### config.mk
export PLATFORM = sky130hd
export DESIGN_NAME = fifo_rst_seq
export DESIGN_NICKNAME = d
export VERILOG_FILES = /design/src/rtl/fifo_rst_seq.sv
export SDC_FILE = /design/constraint.sdc
export NUM_CORES = 1
export LEC_CHECK = 0
export ABC_AREA = 1
export BUFFER_PORTS_ARGS = -buffer_cell sky130_fd_sc_hd__buf_2
export CAP_MARGIN = 0
export CORE_ASPECT_RATIO = 1.4
export CORE_MARGIN = 2
export CORE_UTILIZATION = 51
export CTS_CLUSTER_SIZE = 40
export DETAILED_ROUTE_END_ITERATION = 16
export GPL_TIMING_DRIVEN = 0
export PLACE_DENSITY = 0.79
export SKIP_CTS_REPAIR_TIMING = 1
export SYNTH_ARGS = -nofsm -noshare
export SYNTH_HDL_FRONTEND = slang
export SYNTH_SLANG_ARGS = --single-unit
### constraint.sdc
create_clock -name clk -period 1.71 [get_ports clk]
set_clock_uncertainty 0.15 [all_clocks]
set_input_delay 0.4275 -clock clk [delete_from_list [all_inputs] [get_ports clk]]
set_output_delay 0.4275 -clock clk [all_outputs]
set_load 0.02 [all_outputs]
### src/rtl/fifo_rst_seq.sv
// Front FIFO reset sequencer: on each accepted frame-start edge it pulses the
// buffer reset, waits a guard interval, then opens the data gate.
module fifo_rst_seq #(
   parameter int unsigned RST_CYCLES   = 4,
   parameter int unsigned GUARD_CYCLES = 8,
   parameter int unsigned EDGE_MODE    = 0,
   parameter int unsigned DATA_W       = 16,
   parameter int unsigned ERR_W        = 8
) (
   input  logic              clk,
   input  logic              rst_n,
   input  logic              i_en,
   input  logic              i_fval,
   input  logic              i_dval,
   input  logic [DATA_W-1:0] i_data,
   output logic              o_rst_buf,
   output logic              o_buf_ready,
   output logic              o_dval,
   output logic [DATA_W-1:0] o_data,
   output logic              o_dval_err,
   output logic [ERR_W-1:0]  o_err_cnt
);

   localparam logic [1:0] S_IDLE   = 2'd0;
   localparam logic [1:0] S_RST    = 2'd1;
   localparam logic [1:0] S_GUARD  = 2'd2;
   localparam logic [1:0] S_ACTIVE = 2'd3;

   // GUARD_LD wraps when GUARD_CYCLES is 0, but is never loaded in that case
   localparam logic [7:0] RST_LD   = 8'(RST_CYCLES - 1);
   localparam logic [7:0] GUARD_LD = 8'(GUARD_CYCLES - 1);

   logic [1:0] state;
   logic [7:0] cnt;
   logic       fval_d;
   logic       fedge;
   logic       in_win;

   always_comb begin
      if (EDGE_MODE != 0)
         fedge = i_en & fval_d & ~i_fval;
      else
         fedge = i_en & ~fval_d & i_fval;
      in_win = (state == S_RST) || (state == S_GUARD);
   end

   always_ff @(posedge clk or negedge rst_n) begin
      if (!rst_n) begin
         state  <= S_IDLE;
         cnt    <= '0;
         fval_d <= 1'b0;
      end else begin
         fval_d <= i_fval;
         if (fedge) begin
            state <= S_RST;
            cnt   <= RST_LD;
         end else begin
            case (state)
               S_RST: begin
                  if (cnt == '0) begin
                     if (GUARD_CYCLES == 0) begin
                        state <= S_ACTIVE;
                     end else begin
                        state <= S_GUARD;
                        cnt   <= GUARD_LD;
                     end
                  end else begin
                     cnt <= cnt - 8'd1;
                  end
               end
               S_GUARD: begin
                  if (cnt == '0)
                     state <= S_ACTIVE;
                  else
                     cnt <= cnt - 8'd1;
               end
               default: ;
            endcase
         end
      end
   end

   always_ff @(posedge clk or negedge rst_n) begin
      if (!rst_n) begin
         o_data <= '0;
         o_dval <= 1'b0;
      end else begin
         o_data <= i_data;
         o_dval <= i_dval & (state == S_ACTIVE) & ~fedge;
      end
   end

   // Counter steps only on the flag's rising transition: one count per frame
   always_ff @(posedge clk or negedge rst_n) begin
      if (!rst_n) begin
         o_dval_err <= 1'b0;
         o_err_cnt  <= '0;
      end else if (fedge) begin
         o_dval_err <= 1'b0;
      end else if (i_dval && in_win) begin
         o_dval_err <= 1'b1;
         if (!o_dval_err && (o_err_cnt != '1))
            o_err_cnt <= o_err_cnt + ERR_W'(1);
      end
   end

   assign o_rst_buf   = (state == S_RST);
   assign o_buf_ready = (state == S_ACTIVE);

endmodule

== Word-level counts from Yosys, hierarchy flattened ==
Cells that the tools add are included.
Operators by class
  add/subtract/negate cells: 2
  $mul: 0
  divide/modulo/power cells: 0
  order comparisons: 0
  equality and inequality tests: 7
  shift-type cells: 0
  multiplexer cells: 10
  bitwise gates (word level): 6
  reduce and logical (&&, ||, !) cells: 10
Operators by type and width (number)
  2-to-1 mux 8 bit: 3
  one-hot mux 8 bit (2 select lines): 1
  adder 8 x 1 -> 8 bit (second input constant): 1
  logical NOT 8 bit: 1
  inequality test 8 bit (second input constant): 1
  subtractor 8 x 1 -> 8 bit (second input constant): 1
  2-to-1 mux 2 bit: 3
  AND reduction 3 bit: 2
  AND 1 bit: 4
  == test 2 bit (second input constant): 2
  one-hot mux 2 bit (2 select lines): 1
  inequality test 3 x 1 -> 1 bit (second input constant): 1
  inequality test 3 x 2 -> 1 bit (second input constant): 1
  inequality test 3 bit (second input constant): 1
  nonzero test 3 bit: 1
  == test 2 x 1 -> 1 bit (second input constant): 1
  logical AND 1 bit: 2
  2-to-1 mux 1 bit: 2
  inverter 1 bit: 2
  AND reduction 2 bit: 1
  nonzero test 2 bit: 1
  logical NOT 1 bit: 1
  logical OR 1 bit: 1
Storage, ports and cells
  flip-flop bits (word level): 37
  latch bits: 0
  memory bits (writable): 0
  bits in read-only memories: 0
  bits of input ports: 21
  output and inout bits: 28
  logic and storage cells: 42
  memories kept: 0

== Logic depth before layout (Yosys ltp) ==
  depth after elaboration: 5
  mapped depth: 9
  gate-level depth less buffers: 9

== Worst setup path after synthesis ==
Ideal clock, no wire load.
  path type: register to register
  start point: register state[0]
  end point: register o_err_cnt[0]
  setup time: 123 ps
  data arrival time: 1269 ps
  data required time: 1437 ps
  slack: 168 ps
  stages on the path, launching flop included: 9
  buffers on the path: 1
  period minus slack after synthesis: 1542 ps
  cells stage by stage: dfrtp_1 -> inv_1 -> ha_1 -> nor2_1 -> nand2_1 -> nor2_2 -> o21ai_2 -> buf_6 -> xor2_2
On the way
  longest elaborated chain between the ends: 4
  elaborated cells between the ends (all ways): 5
  classes of those cells: eq/ne: 2; reduce/logical: 3
Ends and longest elaborated chain
  start, declared: line 33  | logic [1:0] state;
  start signal, assigned: line 49  | state <= S_IDLE;
  start signal, assigned: line 55  | state <= S_RST;
  start signal, assigned: line 62  | state <= S_ACTIVE;
  == test 2 x 1 -> 1 bit / == test 2 bit (equally long branches): line 44  | in_win = (state == S_RST) || (state == S_GUARD);
  logical OR 1 bit *: line 44
  logical AND 1 bit *: line 100  | end else if (i_dval && in_win) begin
  AND reduction 3 bit (no source line) *
  end signal, assigned: line 103  | o_err_cnt <= o_err_cnt + ERR_W'(1);
  end, declared: line 21  | output logic [ERR_W-1:0] o_err_cnt
Every way passes the cells marked *; elsewhere a longest branch is shown, timed or not.
A chain may end at the register's enable or synchronous reset.

== Final worst setup path ==
  start point: register state[0]
  end point: output port o_buf_ready
On the way
  longest elaborated chain between the ends: 1
Ends and longest elaborated chain
  == test 2 bit: line 108  | assign o_buf_ready = (state == S_ACTIVE);
  end, declared: line 17  | output logic o_buf_ready,
No other way between the ends.

==> reports/qor.yml <==
drt-pass1-iter-count: 4
worstSetupPathType: "register to primary output"
r2r-start: "cnt[0]$_DFFE_PN0P_"
cts_tree: "built"
setup_viol: 0
fillers: 275
cts_sinks: 37
cpPeakStageDelay_ns: 0.41
leakagePower_nw: 1.16
utilization_pct: 67.9
crit_path_cell_trace: "ha_1, buf_2"
period_share_pct: 97.3
drv_cap: 0
min_path_type: "primary input to asynchronous set/reset pin"
path_max_fanout: 3
end_kind: "primary output"
critPathArrivalTime_ns: 1.09
yosysSeqAreaShare_pct: 54.7
status: "finished clean"
rr_endpoint: "cnt[3]$_DFFE_PN0P_"
grt_pass1_vias: 1342
power_switching_mw: 1.34
tns_ns: 0
critPathTopFamily: "flip-flops"
slew_headroom_pct: 46.3
whs_ns: 0.0833
pwr_density_cell_nw_per_um2: 1590
power.total_mw: 3.40
reg2reg_setup_slack_ns: 0.10
globalplace.congestion: 0.863
worstSetupStartpointType: "register"
peakVddDrop_mv: 0.981
grt_remaining_overflow: 0
switching_share_pct: 39.5
crit_start: "state[0]$_DFFE_PN0P_"
clockBufferDepth: 2
pwr-share-clk_pct: 22.5
remaining_drc_errors: 0
die_width_um: 52.7
cts-root-buf: "clkbuf_8"
syn_inst: 171
num_antenna_cells: 0
core_um2: 3150
seqPwrFrac_pct: 36.0
cts_made_buffers: 5
reg2regPathDepth: 9
yosysWarnings: 0
vias_per_cell: 4.93
die_h_um: 72.2
ant_nets: 0
slew_violations: 0
worst_pin_slew_ns: 0.806
grt_use_total_pct: 20.5
syn2layout_area_growth_pct: 26.3
ios: 49
via_count: 1316
synth_nets: 197
critPathSlowestCell: "dfrtp_1"
dp_hpwl_um: 2490
port-buffer-count: 48
wl_um: 3340
netlist_area_um2: 1690
clkLatencyLatePin_ns: 0.28
rows: 24
routedWlPerCell_um: 12.5
hold_viol_final: 0
cts.clk_slew.worst_paths_ns: 0.07
comb_power_share_pct: 41.5
drtIter0Drc: 17
intPower_mw: 2.06
dieArea_um2: 3810
path_buf_inv: 1
grt_pass1_wl_um: 5790
yosysUniqueCellTypes: 29
fmaxAchievable_ghz: 0.601
cp.required_ns: 1.13
htreeDepth: 2
layout-drive-gt1-share_pct: 36.4
yosys_register_bits: 37
fin_nets: 253
min_period_ns: 1.66
syn_avg_cell_area_um2: 9.91
grt_antenna_before_repair: 0
grt_max_degree: 38
start_util_pct: 53.7
==> per-layer routing <==
| layer | global-route usage (%) | wire (um) | up-vias | part of all wire [%] |
|---|---|---|---|---|
| met3 | 4.32 | 88 | 7 | 2.6 |
| met5 | 0 | 0 | - | 0 |
| li1 | - | - | 651 | - |
| met4 | 7.41 | 62 | 0 | 1.9 |
| met2 | 37.2 | 1890 | 26 | 57 |
| met1 | 23.0 | 1300 | 632 | 39 |
==> power by group through the flow <==
stage          clock, mW  combinational [mW]  sequential, mW
2_1_floorplan          0               0.916            1.30
3_3_place_gp           0                1.27            1.23
3_5_place_dp           0                1.31            1.24
4_1_cts            0.780                1.32            1.22
5_1_grt            0.821                1.58            1.25
6_report           0.766                1.41            1.22
==> synthesized netlist by cell type (all sizes together) <==
library cell | number | area, um^2
buf | 1 | 11.3
nand3b | 1 | 20.0
inv | 20 | 77.6
nor3 | 2 | 10.0
ha | 5 | 62.6
xor2 | 4 | 42.6
dfrtp | 37 | 926
nand4 | 4 | 31.3
clkinv | 1 | 5.00
o21a | 1 | 7.51
a21oi | 5 | 28.8
nand3 | 11 | 60.1
o2111ai | 1 | 8.76
o21ai | 10 | 68.8
xnor2 | 3 | 26.3
nor2 | 21 | 115
nand2 | 44 | 193
==> through the flow <==
| stage | instance area (um^2) | setup slack [ns] | cells |
|---|---|---|---|
| 6_report | 2140 | 0.0460 | 267 |
| 5_1_grt | 2140 | -0.000533 | 267 |
| 4_1_cts | 2100 | -0.0507 | 266 |
| 3_5_place_dp | 1980 | -0.0246 | 258 |
| 3_3_place_gp | 1980 | 0.0382 | 258 |
| 2_1_floorplan | 1690 | 0.168 | 171 |
==> cell families after synthesis <==
kind of cell | Yosys count | synth area share (%)
buffers and inverters | 22 | 5.54
adders and majority gates | 5 | 3.69
xor gates and xnor gates | 7 | 4.06
DFF | 37 | 54.7
AOI/OAI and AO/OA | 17 | 6.72
and+or+nand+nor | 83 | 25.3
==> how the worst max path moves through the flow <==
stage	slack, ns	endpoint	cells past startpoint
2_1_floorplan	0.17	o_err_cnt[0]$_DFFE_PN0P_	8
3_3_place_gp	0.04	cnt[7]$_DFFE_PN0P_	7
3_5_place_dp	-0.02	cnt[7]$_DFFE_PN0P_	7
4_1_cts	-0.05	cnt[7]$_DFFE_PN0P_	7
5_1_grt	-0.0005	cnt[4]$_DFFE_PN0P_	9
6_report	0.05	o_buf_ready	2
==> layout by cell type (no fill, tap or decap), drive strengths merged, types with 5 or more instances in the layout <==
master  count
buf        50
nand2      44
dfrtp      37
nor2       21
inv        20
nand3      11
o21ai      10
clkbuf      7
a21oi       5
ha          5
==> layout make-up <==
cell class,count,area (um^2),area share (%)
buffer,1,11.3,0.526
clock buffer,7,86.3,4.04
clock inverter,1,30.0,1.40
inverter,21,82.6,3.86
multi-input combinational,112,704,32.9
sequential,37,926,43.3
tap,39,48.8,2.28
timing repair buffer,49,250,11.7
==> state kept, by name, summed over array words and instances, names as in the netlist <==
| register | count |
|---|---|
| fval_d | 1 |
| o_err_cnt | 8 |
| o_dval_err | 1 |
| o_data | 16 |
| o_dval | 1 |
| cnt | 8 |
| state | 2 |
No activity file was read; power rests on OpenSTA's default activity.
